==> src/rtl/mem_loader.sv <==
// mem_loader: serial command interpreter that drives word reads/writes on the
// shared mem_* bus and answers through the serial transmitter.
module mem_loader #(
  parameter logic [1:0] MEM_ID  = 2'd3,
  parameter int         TIMEOUT = 1024
) (
  input  logic        clock,
  input  logic        rst,
  input  logic [7:0]  rs232in_data,
  input  logic        rs232in_attention,
  input  logic        rs232out_busy,
  output logic        rs232out_w,
  output logic [7:0]  rs232out_d,
  input  logic        mem_waitrequest,
  output logic [1:0]  mem_id,
  output logic [29:0] mem_address,
  output logic        mem_read,
  output logic        mem_write,
  output logic [31:0] mem_writedata,
  output logic [3:0]  mem_writedatamask,
  input  logic [31:0] mem_readdata,
  input  logic [1:0]  mem_readdataid,
  output logic        active
);

  localparam int            TW         = (TIMEOUT > 2) ? $clog2(TIMEOUT) : 1;
  localparam logic [TW-1:0] TIMER_LAST = TW'(TIMEOUT - 1);
  localparam logic [7:0]    CMD_W      = 8'h57;
  localparam logic [7:0]    CMD_R      = 8'h52;
  localparam logic [7:0]    REPLY_OK   = 8'h2E;
  localparam logic [7:0]    REPLY_TO   = 8'h21;
  localparam logic [7:0]    REPLY_UNK  = 8'h3F;

  typedef enum logic [2:0] {IDLE, ADDR, DATA, WREQ, RREQ, RWAIT, TX} state_t;

  state_t        state;
  state_t        state_next;
  logic [7:0]    cmd;
  logic [1:0]    count;
  logic [23:0]   addr_hi;
  logic [TW-1:0] timer;
  logic [31:0]   tx_buf;
  logic [2:0]    tx_cnt;

  logic is_cmd;
  logic rd_match;
  logic timed_out;
  logic tx_go;
  logic last_byte;

  assign mem_id            = MEM_ID;
  assign mem_writedatamask = 4'hF;

  assign is_cmd    = (rs232in_data == CMD_W) || (rs232in_data == CMD_R);
  assign rd_match  = (mem_readdataid == MEM_ID);
  assign timed_out = (timer == TIMER_LAST);
  // A strobe is never issued right after another so the busy rise is observed.
  assign tx_go     = !rs232out_busy && !rs232out_w;
  assign last_byte = (count == 2'd3);

  // State register.
  always_ff @(posedge clock) begin
    if (!rst) state <= IDLE;
    else      state <= state_next;
  end

  // Next-state decode plus the bus request strobes and the active flag.
  always_comb begin
    state_next = state;
    mem_read   = 1'b0;
    mem_write  = 1'b0;
    active     = 1'b1;
    case (state)
      IDLE: begin
        active = 1'b0;
        if (rs232in_attention) state_next = is_cmd ? ADDR : TX;
      end
      ADDR: begin
        if (rs232in_attention && last_byte) state_next = (cmd == CMD_W) ? DATA : RREQ;
      end
      DATA: begin
        if (rs232in_attention && last_byte) state_next = WREQ;
      end
      WREQ: begin
        mem_write = 1'b1;
        if (!mem_waitrequest) state_next = TX;
      end
      RREQ: begin
        mem_read = 1'b1;
        if (!mem_waitrequest) state_next = RWAIT;
      end
      RWAIT: begin
        if (rd_match || timed_out) state_next = TX;
      end
      TX: begin
        if (tx_go && (tx_cnt == 3'd1)) state_next = IDLE;
      end
      default: state_next = IDLE;
    endcase
  end

  // Datapath: frame assembly, read capture, timeout timer and reply shifter.
  always_ff @(posedge clock) begin
    if (!rst) begin
      cmd           <= 8'h00;
      count         <= 2'd0;
      addr_hi       <= 24'h0;
      mem_address   <= 30'h0;
      mem_writedata <= 32'h0;
      timer         <= '0;
      tx_buf        <= 32'h0;
      tx_cnt        <= 3'd0;
      rs232out_w    <= 1'b0;
      rs232out_d    <= 8'h00;
    end else begin
      rs232out_w <= 1'b0;
      case (state)
        IDLE: begin
          if (rs232in_attention) begin
            cmd   <= rs232in_data;
            count <= 2'd0;
            if (!is_cmd) begin
              tx_buf <= {REPLY_UNK, 24'h0};
              tx_cnt <= 3'd1;
            end
          end
        end
        ADDR: begin
          if (rs232in_attention) begin
            count <= count + 2'd1;
            if (last_byte) mem_address <= {addr_hi, rs232in_data[7:2]};
            else           addr_hi     <= {addr_hi[15:0], rs232in_data};
          end
        end
        DATA: begin
          if (rs232in_attention) begin
            count         <= count + 2'd1;
            mem_writedata <= {mem_writedata[23:0], rs232in_data};
          end
        end
        WREQ: begin
          if (!mem_waitrequest) begin
            tx_buf <= {REPLY_OK, 24'h0};
            tx_cnt <= 3'd1;
          end
        end
        RREQ: begin
          if (!mem_waitrequest) timer <= '0;
        end
        RWAIT: begin
          if (rd_match) begin
            tx_buf <= mem_readdata;
            tx_cnt <= 3'd4;
          end else if (timed_out) begin
            tx_buf <= {REPLY_TO, 24'h0};
            tx_cnt <= 3'd1;
          end else begin
            timer <= timer + TW'(1);
          end
        end
        TX: begin
          if (tx_go) begin
            rs232out_w <= 1'b1;
            rs232out_d <= tx_buf[31:24];
            tx_buf     <= {tx_buf[23:0], 8'h00};
            tx_cnt     <= tx_cnt - 3'd1;
          end
        end
        default: ;
      endcase
    end
  end

endmodule

==> config.mk <==
export PLATFORM = sky130hd
export DESIGN_NAME = mem_loader
export DESIGN_NICKNAME = d
export VERILOG_FILES = /design/src/rtl/mem_loader.sv
export SDC_FILE = /design/constraint.sdc
export NUM_CORES = 1
export LEC_CHECK = 0
export BUFFER_PORTS_ARGS = -buffer_cell sky130_fd_sc_hd__buf_2
export CORE_ASPECT_RATIO = 0.9
export CORE_MARGIN = 2
export CORE_UTILIZATION = 56
export CTS_CLUSTER_SIZE = 40
export DETAILED_ROUTE_END_ITERATION = 12
export PLACE_DENSITY = 0.82
export SETUP_SLACK_MARGIN = 0.5
export SLEW_MARGIN = 0
export SYNTH_ARGS = -nofsm -noshare
export SYNTH_HDL_FRONTEND = slang
export SYNTH_SLANG_ARGS = --single-unit
==> constraint.sdc <==
create_clock -name clock -period 4.7 [get_ports clock]
set_clock_uncertainty 0.15 [all_clocks]
set_input_delay 0.705 -clock clock [delete_from_list [all_inputs] [get_ports clock]]
set_output_delay 0.705 -clock clock [all_outputs]
set_load 0.02 [all_outputs]
==> impl_metrics.toml, run 1 <==
[floorplanning]
dieArea_um2 = 12000
rows = 36
initial_core_util = 0.575
core_um2 = 10900
ios = 127
dieWidth_um = 115
die_h_um = 104

[power_and_ir_drop]
p_comb_frac = 0.231
totalPowerFinal_uw = 3720
leakage_uw = 0.00277
max-vdd-ir-drop_mv = 0.340
p_clk_frac = 0.357
netSwitchingFraction = 0.326
seqPwrFrac = 0.412
powerDensity_nw_per_um2 = 505
netSwitchingPower_uw = 1210
intPower_uw = 2510

[sta]
rsz0062_at_grt = "false"
period_share = 0.717
max_slew_margin = 0.205
hold_ws_ns = 0.302
worst_pin_slew_ns = 1.19
fin_tns_setup_ns = 0
maxSlewViolCount = 0
min_period_ns = 3.37
hold_viol_final = 0
clock.fmax_mhz = 297
setup_ws_ns = 1.33
finalSetupViolations = 0

[synth]
synth.area.top_cells = "dfxtp_1, nand2_1, a21oi_1, a211oi_2, clkbuf_1"
synthTopCellsByCount = "nand2_1, dfxtp_1, a21oi_1, clkbuf_1, nor2_1"
yosysTopAreaCellShare = 0.491
syn-instance-count = 770
yosys_most_used_dff = "dfxtp_1"
ys_seq_area_frac = 0.491
synth.distinct_cells = 45
yosysMostFrequentCell = "nand2_1"
yosys_warnings = 0
netlist_area_um2 = 6240
ys_seq_elements = 153
postSynth.asyncResetShare = 0
avgSynthCellArea_um2 = 8.11
synth_area_leader_cell = "dfxtp_1"
synth_enable_flop_cells = 0

[drt]
drtPass1Iterations = 5
routed_wl_um = 15200
drc = 0
drt-initial-drc-count = 448
num_vias = 5697
ant_nets = 0
wl_per_cell_um = 15.0
via_per_inst = 5.61

[clock_tree]
clock_latency_ns = 0.41
clockBufferDepth = 2
cts_tree = "yes"
cts_resized = 0
cts_sinks = 153
path_clk_slew_ns = 0.06
hold_buffers = 0
post_cts.repair.setup_buffers = 0
cts_inserted_buffers = 17
root_buffer = "clkbuf_16"
htreeDepth = 4

[min_path]
min_from = "mem_address[16]"
min_path_type = "reg2reg"
whs_path_depth = 2
hold_end = "mem_address[16]"

[global_routing]
grt_pass1_wl_um = 25300
antenna_found_initial = 0
grt_max_degree = 83
gr-total-overflow = 0
grt_pass1_vias = 5280
grt.total_usage = 0.260

[layout]
area_growth_pct = 18.0
drive_above_1_share = 0.209
antenna_cells = 0
nFillCells = 903
final_area_um2 = 7370
fin_nets = 902

[place]
place_area_um2 = 6790
post-place-ws_ns = 1.36
io_buffers = 120
finalWeightedCongestion = 0.847
dp_hpwl_um = 9880

[worst_setup_path]
worstSetupEndpointType = "flip-flop"
cp_max_fo = 30
rr_worst_depth = 7
required_ns = 4.87
slowest_delay_ns = 0.76
worstPathArrival_ns = 3.54
worst-setup-path-type = "reg2reg"
crit_chain = "and3b_1 > buf_4 > and2_1 > or4_4 > and2_1 > buf_4 > a311oi_1"
r2r_start = "state[0]"
r2r_slack_ns = 1.33
cp_slowest_cell = "dfxtp_1"
r2r-end = "tx_buf[26]"
crit_path_start_kind = "flip-flop"

[outcome]
status = "finished clean"

[run]
cap_violations = 0
-- logic make-up (layout without fill, tap and decap cells) --
| group | count (synthesis) | count (layout) | synth area share |
|---|---|---|---|
| simple gates | 315 | 315 | 0.212 |
| compound gates | 211 | 211 | 0.216 |
| flops | 153 | 153 | 0.491 |
| buf+inv | 73 | 162 | 0.0537 |
| xor+xnor | 11 | 11 | 0.0154 |
| fa+ha+maj | 4 | 4 | 0.00802 |
| mux | 2 | 2 | 0.00321 |
| other cells | 1 | 6 | 0.000601 |
-- worst max-delay path by stage --
stage	start	endpoint	slack, ns	depth (start not counted)
global placement	rs232in_data[4]	tx_buf[25]	1.46	7
finish	state[0]	tx_buf[26]	1.33	7
CTS	state[0]	tx_buf[25]	1.35	7
global route	state[0]	tx_buf[25]	1.08	7
floorplan	rs232in_data[3]	tx_cnt[2]	2.11	8
detailed placement	state[0]	tx_buf[25]	1.36	7
-- per-stage QoR --
| stage | utilization | std cells |
|---|---|---|
| 2_1_floorplan | - | 775 |
| 4_1_cts | 0.679 | 1016 |
| 5_1_grt | 0.679 | 1016 |
| 3_3_place_gp | 0.626 | 984 |
| 6_report | 0.679 | 1016 |
| 3_5_place_dp | 0.626 | 984 |
-- power by group through the flow --
stage / Sequential (µW) / Combinational [µW] / Clock (µW)
after floorplan: 1520 / 745 / 0
after global routing: 1550 / 945 / 1400
after detailed placement: 1550 / 848 / 0
after global placement: 1550 / 820 / 0
after CTS: 1530 / 854 / 1340
final: 1530 / 861 / 1330
-- critical path: cells and delay by family (launching register included) --
kind                   cells  cell delay [ns]
AO/OA/AOI/OAI              1             0.30
AND/OR/NAND/NOR            4             1.55
flip-flops                 1             0.76
buffers and inverters      2             0.51
-- flip-flops by register name (all words and copies together), names as in the netlist --
register	count
tx_buf	32
rs232out_w	1
count	2
mem_writedata	32
mem_address	30
tx_cnt	3
cmd	8
timer	10
rs232out_d	8
addr_hi	24
state	3
-- layer usage --
| layer | global-route usage | share of wire |
|---|---|---|
| met1 | 0.348 | 0.45 |
| met2 | 0.420 | 0.49 |
| met3 | 0.0484 | 0.052 |
| met4 | 0.0929 | 0.016 |
| met5 | 0 | 0 |
-- cells in the final DEF (no fill, tap or decap), types with 2 or more instances in the layout --
master	netlist	layout
conb_1	1	6
a31oi_1	3	2
nand3_1	10	10
a2111oi_0	2	2
mux2i_1	2	2
a211oi_1	2	2
o22ai_1	11	11
o21ai_0	9	9
a21oi_1	134	134
clkinvlp_4	0	4
nand4b_1	2	2
nand4_1	9	9
and3_1	4	4
clkbuf_16	0	17
clkinv_2	0	3
buf_2	1	120
a32oi_1	18	18
inv_6	0	3
clkbuf_1	56	2
buf_4	6	6
nand2_1	244	244
dfxtp_1	153	153
inv_1	3	3
or3_1	2	2
a311oi_1	9	9
nor2_1	19	18
xor2_1	10	10
ha_1	4	4
nand2b_1	4	4
bufinv_16	0	2
a211oi_2	18	18
and2_1	7	7
nor2b_1	5	5
-- cell type report --
| class | instances | area [µm²] | area share |
|---|---|---|---|
| Timing Repair Buffer | 126 | 646 | 0.0876 |
| Multi-Input combinational cell | 549 | 2880 | 0.390 |
| Sequential cell | 153 | 3060 | 0.416 |
| Tap cell | 152 | 190 | 0.0258 |
| Clock inverter | 13 | 143 | 0.0194 |
| Inverter | 4 | 17.5 | 0.00238 |
| Clock buffer | 19 | 433 | 0.0588 |
No activity file was read; power rests on OpenSTA's default activity.
==> inputs of run 2 (changes only) <==
Settings changed: ABC_AREA set to 1, CORE_UTILIZATION 56 to 50, PLACE_DENSITY 0.82 to 0.77.
Clock period 4.7 ns to 2.85 ns, I/O delays scaled along.
==> impl_metrics.toml, run 2 <==
[layout]
area_growth_pct = 18.6
antenna_cells = 0
fin_nets = 1059
layout_commonest_cell = "nor2_1"
drive_above_1_share = 0.191
layout_common_cells = "nor2_1, dfxtp_1, nand2_1, buf_2, o21ai_0"
final_util = 0.608
largestRegisters = "mem_writedata x32, tx_buf x32, mem_address x30"

[power_and_ir_drop]
max-vdd-ir-drop_mv = 0.523
netSwitchingPower_uw = 2560
p_clk_frac = 0.313
seqPwrFrac = 0.379
intPower_uw = 4700
leakage_uw = 0.00375
powerDensity_nw_per_um2 = 937
p_comb_frac = 0.308
netSwitchingFraction = 0.352

[clock_tree]
clock_latency_ns = 0.42
root_buffer = "clkbuf_16"
cts_tree = "yes"
cts_inserted_buffers = 17
hold_buffers = 0
path_clk_slew_ns = 0.06
cts_resized = 0
post_cts.repair.setup_buffers = 0
cts_sinks = 153
htreeDepth = 4
clockBufferDepth = 2

[global_routing]
gr-total-overflow = 0
grt_pass1_wl_um = 26200
grt_pass1_vias = 5460
grt.total_usage = 0.225
antenna_found_initial = 0
grt_max_degree = 67

[synth]
synth.area.top_cells = "dfxtp_1, nor2_1, o21ai_0, nand2_1, nand3_1"
netlist_area_um2 = 6530
avgSynthCellArea_um2 = 7.19
syn-instance-count = 909
synthTopCellsByCount = "nor2_1, dfxtp_1, nand2_1, o21ai_0, nand3_1"
yosysMostFrequentCell = "nor2_1"
yosysTopAreaCellShare = 0.469
ys_seq_elements = 153
yosys_most_used_dff = "dfxtp_1"
postSynth.asyncResetShare = 0
ys_seq_area_frac = 0.469
synth_area_leader_cell = "dfxtp_1"
yosys_warnings = 0
synth.distinct_cells = 34
synth_enable_flop_cells = 0

[drt]
via_per_inst = 5.09
drc = 0
ant_nets = 0
drtPass1Iterations = 5
routed_wl_um = 15300
num_vias = 6018
drt-initial-drc-count = 523
wl_per_cell_um = 13.0

[sta]
rsz0062_at_grt = "false"
hold_viol_final = 0
maxSlewViolCount = 0
min_period_ns = 2.13
worst_pin_slew_ns = 0.934
fin_tns_setup_ns = 0
max_slew_margin = 0.376
period_share = 0.749
clock.fmax_mhz = 468
finalSetupViolations = 0

[place]
finalWeightedCongestion = 0.829
dp_hpwl_um = 9850
io_buffers = 120

[worst_setup_path]
rr_worst_depth = 8
r2r_slack_ns = 0.72
worst-setup-path-type = "reg2reg"
cp_max_fo = 13
worstPathArrival_ns = 2.32
crit_path_start_kind = "flip-flop"
worstSetupEndpointType = "flip-flop"
r2r_start = "state[1]"
r2r-end = "timer[2]"
required_ns = 3.03

[floorplanning]
die_h_um = 112
ios = 127
dieWidth_um = 124
rows = 39
core_um2 = 12700
initial_core_util = 0.513
dieArea_um2 = 14000

[run]
cap_violations = 0

[min_path]
min_from = "rs232in_data[2]"
whs_path_depth = 3
hold_end = "cmd[2]"
min_path_type = "in2reg"

[outcome]
status = "finished clean"
==> run 2: changes by cell type in the layout (fill, tap and decap cells not counted), sizes merged, moves of 6 or more <==
cell,change
xor2,-6
a32oi,-18
nand3,+50
a311oi,-10
a21oi,-104
nand2,-108
nor2,+271
and2,-7
a22oi,+19
o21ai,+91
a211oi,-20
inv,+29
o22ai,-10
==> run 2: stage by stage <==
step	cells	hold slack, ns	setup WS [ns]	total power (µW)	instance area (µm²)
global placement	1153	0.296	0.632	4930	7130
floorplan	914	0.280	1.07	4600	6550
CTS	1182	0.131	0.545	7260	7720
global route	1182	0.155	0.515	7770	7750
finish	1182	0.148	0.715	7260	7750
detailed placement	1153	0.301	0.581	4970	7130
==> run 2: routing by layer <==
metal,vias to the layer above,routed length (µm),GRT usage
met1,2756,7380,0.311
li1,3105,-,-
met4,0,172,0.0712
met3,13,739,0.0539
met2,144,7050,0.352
met5,-,0,0
==> run 2: cells by family (layout without fill, tap and decap cells) <==
family | Yosys count | after routing | share of synthesized area
AO/OA/AOI/OAI | 152 | 152 | 0.124
XOR/XNOR | 5 | 5 | 0.00670
adder cells (fa/ha/maj) | 4 | 4 | 0.00766
buffers and inverters | 97 | 201 | 0.0739
flip-flops | 153 | 153 | 0.469
other | 1 | 6 | 0.000574
AND/OR/NAND/NOR | 497 | 497 | 0.318
==> run 2: worst max path at each step <==
stage	endpoint	start	slack (ns)
floorplan	tx_buf[1]	state[0]	1.07
global placement	tx_buf[24]	state[1]	0.63
detailed placement	tx_buf[23]	state[1]	0.58
CTS	tx_buf[23]	state[1]	0.54
global route	timer[7]	state[1]	0.51
finish	timer[2]	state[1]	0.72
==> run 2: worst max-delay path, cell delays in order, from the launching register on <==
cell and delay (ns):
dfxtp_1 0.51, clkinv_1 0.21, nand3_4 0.18, nor2_2 0.07
a21oi_1 0.26, nand2_2 0.22, inv_1 0.24, nand2_1 0.08
a21oi_1 0.13
==> run 2: cell type report <==
class	instances	area [µm²]
sequential	153	3060
multi-input combinational	664	3020
timing repair buffer	131	706
clock inverter	8	121
fill	1198	4990
tap	164	205
inverter	41	163
clock buffer	21	470
==> run 2: power by group through the flow <==
| stage | combinational [µW] | sequential, µW | clock (µW) |
|---|---|---|---|
| 2_1_floorplan | 1760 | 2840 | 0 |
| 3_3_place_gp | 2150 | 2770 | 0 |
| 3_5_place_dp | 2190 | 2780 | 0 |
| 4_1_cts | 2210 | 2740 | 2300 |
| 5_1_grt | 2570 | 2800 | 2390 |
| 6_report | 2240 | 2750 | 2270 |
